==> src/rtl/uc_mult_pkg.sv <==
// Shared types and constants for the shift-and-add multiplier control unit.
package uc_mult_pkg;

  localparam int NREQ = 2;

  typedef enum logic [2:0] {
    IDLE  = 3'b000,
    LOAD  = 3'b001,
    ADD   = 3'b010,
    SHIFT = 3'b011,
    DONE  = 3'b100
  } state_e;

endpackage

==> src/rtl/rr_arb2.sv <==
// Two-way round-robin pick: the requester that did not own the datapath last wins a tie.
module rr_arb2
  import uc_mult_pkg::*;
(
  input  logic [NREQ-1:0] req,
  input  logic            last,
  output logic [NREQ-1:0] gnt
);

  always_comb begin
    gnt = '0;
    case (req)
      2'b01:   gnt = 2'b01;
      2'b10:   gnt = 2'b10;
      2'b11:   gnt = last ? 2'b01 : 2'b10;
      default: gnt = '0;
    endcase
  end

endmodule

==> src/rtl/uc_mult_arb.sv <==
// Control unit for the shared shift-and-add multiplier: arbitrates two requesters
// round-robin and sequences one WIDTH-bit multiplication for the owner.
//
//   state | meaning
//   IDLE  | datapath free, arbitrate on req
//   LOAD  | load Q with multiplier, clear A, clear iteration counter
//   ADD   | A <= A + multiplicand when q0 is set
//   SHIFT | shift {A,Q} right, advance or finish iteration
//   DONE  | Fin pulse, remember owner for round-robin
module uc_mult_arb
  import uc_mult_pkg::*;
#(
  parameter int WIDTH = 4
) (
  input  logic            clk,
  input  logic            rst_n,
  input  logic [NREQ-1:0] req,
  input  logic            q0,
  output logic [NREQ-1:0] grant,
  output logic            busy,
  output logic            CargaQ,
  output logic            ResetA,
  output logic            CargaA,
  output logic            DesplazaQ,
  output logic            Fin
);

  localparam int CW = (WIDTH > 1) ? $clog2(WIDTH) : 1;
  localparam logic [CW-1:0] CNT_LAST = CW'(WIDTH - 1);

  state_e          state_q;
  logic [CW-1:0]   count_q;
  logic [NREQ-1:0] grant_q;
  logic            last_q;
  logic [NREQ-1:0] gnt_cand;

  rr_arb2 u_rr_arb2 (
    .req  (req),
    .last (last_q),
    .gnt  (gnt_cand)
  );

  always_ff @(posedge clk or negedge rst_n) begin
    if (!rst_n) begin
      state_q <= IDLE;
      count_q <= '0;
      grant_q <= '0;
      last_q  <= 1'b1;
    end else begin
      case (state_q)
        IDLE: begin
          if (|req) begin
            state_q <= LOAD;
            grant_q <= gnt_cand;
          end else begin
            grant_q <= '0;
          end
        end
        LOAD: begin
          count_q <= '0;
          state_q <= ADD;
        end
        ADD: state_q <= SHIFT;
        SHIFT: begin
          if (count_q == CNT_LAST) begin
            state_q <= DONE;
          end else begin
            count_q <= count_q + 1'b1;
            state_q <= ADD;
          end
        end
        DONE: begin
          last_q  <= grant_q[1];
          grant_q <= '0;
          state_q <= IDLE;
        end
        default: begin
          state_q <= IDLE;
          grant_q <= '0;
          count_q <= '0;
        end
      endcase
    end
  end

  // CargaA is the only output that looks at a live input (q0).
  assign grant     = grant_q;
  assign busy      = (state_q != IDLE);
  assign CargaQ    = (state_q == LOAD);
  assign ResetA    = (state_q == LOAD);
  assign CargaA    = (state_q == ADD) & q0;
  assign DesplazaQ = (state_q == SHIFT);
  assign Fin       = (state_q == DONE);

endmodule
==> config.mk <==
export PLATFORM = sky130hd
export DESIGN_NAME = uc_mult_arb
export DESIGN_NICKNAME = d
export VERILOG_FILES = /design/src/rtl/uc_mult_pkg.sv /design/src/rtl/rr_arb2.sv /design/src/rtl/uc_mult_arb.sv
export SDC_FILE = /design/constraint.sdc
export NUM_CORES = 1
export LEC_CHECK = 0
export ABC_AREA = 0
export CAP_MARGIN = 20
export CORE_AREA = 2 2 39 41
export CTS_BUF_LIST = sky130_fd_sc_hd__clkbuf_8
export CTS_CLUSTER_DIAMETER = 120
export DETAILED_ROUTE_END_ITERATION = 7
export DIE_AREA = 0 0 41 43
export PLACE_DENSITY_LB_ADDON = 0.12
export SYNTH_ARGS = -nofsm -noshare
export SYNTH_HDL_FRONTEND = slang
export SYNTH_HIERARCHICAL = 1
export SYNTH_SLANG_ARGS = --single-unit
==> constraint.sdc <==
create_clock -name clk -period 2.6 [get_ports clk]
set_clock_uncertainty 0.05 [all_clocks]
set_input_delay 0.39 -clock clk [delete_from_list [all_inputs] [get_ports clk]]
set_output_delay 0.39 -clock clk [all_outputs]
set_load 0.05 [all_outputs]
==> results.toml <==
[synthesis]
syn_nets = 53
yosysTopAreaCell = "dfrtp_1"
yosysSeqAreaShare_pct = 44.97
synth_flop_cell = "dfrtp_1"
synth_area_um2 = 447.9
synth_edf_count = 0
synthMostInstantiatedCell = "dfrtp_1"
syn_inst = 47
synthArstFlopShare_pct = 100.0
synth_top_cells_by_area = "dfrtp_1 39%, dfstp_2 5.9%, nor3_1 4.5%"
ys_warn_count = 6
synth_common_cells = "7 x dfrtp_1, 4 x nor3_1, 3 x a21oi_1, 3 x inv_1, 3 x nor2_1"
synth-seq-cells = 8
avgSynthCellArea_um2 = 9.530
synth_cell_type_count = 26
synth_top_area_share_pct = 39.11

[job]
maxCapViolCount = 0

[setup_path]
cp_num_cells = 3
start_kind = "flop"
rrSetupSlack_ps = 1300
cp.arrival_ps = 1930
cp_cell_sequence = "inv_1, nor3_1, clkdlybuf4s50_1"
cpLargestDelayFamily = "buffers and inverters"
crit_buf_inv = 2
end_kind = "output pin"
cp_slowest_cell = "clkdlybuf4s50_1"
reg2regPathDepth = 4
worst-setup-path-type = "reg2out"
crit_path_max_fanout = 13
cpPeakStageDelay_ps = 850
worstPathRequired_ps = 2160

[sta]
fin_crit_ps = 2368
setup_violations = 0
tightest_slew_ps = 499.4
rsz0062_at_grt = "no"
fin_crit_sh_pct = 91.07
setup_tns_ps = 0
fmax_mhz = 422.3
slew_viol_final = 0
relSlewSlack_pct = 66.60
finalHoldViolCount = 0

[global_route]
grt_pass1_wl_um = 1462
grt_usage_pct = 12.25
grt_antenna_before_repair = 0
grt-ovfl-total = 0
grt_max_degree = 14
first_global_vias = 332

[final_layout]
drive_above_1_share_pct = 13.56
nets = 66
fillers = 143
multi_input_area_um2 = 210.2
seqCellArea_um2 = 201.4
n_antenna_cell = 0
area_growth_pct = 35.20

[die]
start_util_pct = 32.37
die_h_um = 43
die_area_um2 = 1763
ios = 13
core_area_um2 = 1384
rows = 14
die_x_um = 41

[routing]
totalWireLength_um = 892
via_count = 355
drc = 0
drt_iter0_drc = 11
drtPass1Iterations = 2
antenna_left = 0
vias_per_cell = 4.733
wl_per_cell_um = 11.89

[placement]
io_buffers = 12
dpl.hpwl_um = 618.8
gp_congestion = 0.6990

[pwr]
power.density_nw_per_um2 = 1249
p_leak_nw = 0.2551
finalPower_w = 0.0007562
ir_drop_mv = 0.4441

[outcome]
status = "finished, final reports clean"

[clocking]
cts_root_buffer = "clkbuf_8"
cts_hold_buf = 0
clk_latency_ps = 230
clk_pin_slew_ps = 50
numCtsBuffers = 3
clock_path_buffers = 2
cts_tree = "done"
cts_sinks = 8
cts_resized = 0
post_cts_buffers = 0
cts_max_level = 1

[min_path]
min_path_type = "in2async"
[worst paths after layout]
path / start / endpoint
max: state_q[0]$_DFFE_PN0P_ / ResetA
min: rst_n / count_q[0]$_DFFE_PN0P_
max reg2reg: count_q[0]$_DFFE_PN0P_ / count_q[0]$_DFFE_PN0P_
min reg2reg: grant[0]$_DFFE_PN0N_ / grant[0]$_DFFE_PN0N_
max in group asynchronous: rst_n / last_q$_DFFE_PN1P_
min in group clk: grant[0]$_DFFE_PN0N_ / grant[0]$_DFFE_PN0N_
[state kept, by name, summed over array words and instances (netlist names)]
register and cells:
last_q 1, count_q 2, state_q 3, grant 2
[cells by family (layout without fill, tap and decap cells)]
kind of cell | after synthesis | in the layout | share of synthesized area [%]
AO/OA/AOI/OAI | 13 | 13 | 18.71
flip-flops | 8 | 8 | 44.97
multiplexers | 1 | 1 | 3.351
AND/OR/NAND/NOR | 17 | 17 | 22.07
buffers and inverters | 7 | 19 | 8.099
adder cells (fa/ha/maj) | 1 | 1 | 2.793
[layer usage]
layer	part of all wire [%]	global-route usage, %
met3	5.3	3.665
met4	0	6.000
met2	42	15.63
met5	0	0
met1	53	18.15
[per-stage QoR]
| step | worst slack [ps] | area (um^2) | util (%) | instances | hold WS [ps] |
|---|---|---|---|---|---|
| after global placement | 439.3 | 560.5 | 40.51 | 71 | 492.6 |
| after floorplan | 122.1 | 447.9 | - | 47 | 44.41 |
| after global routing | 110.7 | 605.6 | 43.76 | 75 | 436.6 |
| after CTS | 200.0 | 605.6 | 43.76 | 75 | 414.6 |
| final | 232.1 | 605.6 | 43.76 | 75 | 406.3 |
| after detailed placement | 459.1 | 560.5 | 40.51 | 71 | 490.1 |
[cell usage in the layout (no fill, tap or decap)]
cell type         n
nor2_1            3
inv_1             4
buf_4             1
nor2b_1           1
clkdlybuf4s50_1  11
clkbuf_8          3
dfrtp_1           7
ha_1              1
o21ai_1           1
dfstp_2           1
and3_1            1
o211ai_1          2
o21ai_0           2
mux2_4            1
nor3_1            4
nor2_2            1
nor3b_1           2
nand2_1           1
a21boi_0          1
nand2b_1          1
a211o_1           1
and3b_1           1
a211oi_1          2
or3_1             1
and2_4            1
a21boi_1          1
a21oi_1           3
[report_power, final]
part | total, W | internal [W] | switching [W]
Combinational | 0.000358 | 0.000141 | 0.000218
Clock | 0.000154 | 0.000102 | 0.0000513
Sequential | 0.000244 | 0.000176 | 0.0000681
[cell type report]
class / instances / share of cell area [%]
inverter: 3 / 1.860
tap: 16 / 3.306
sequential: 8 / 33.26
multi-input combinational: 32 / 34.71
timing repair buffer: 12 / 19.42
clock buffer: 3 / 6.818
clock inverter: 1 / 0.6198
(Power assumes the default switching activity.)
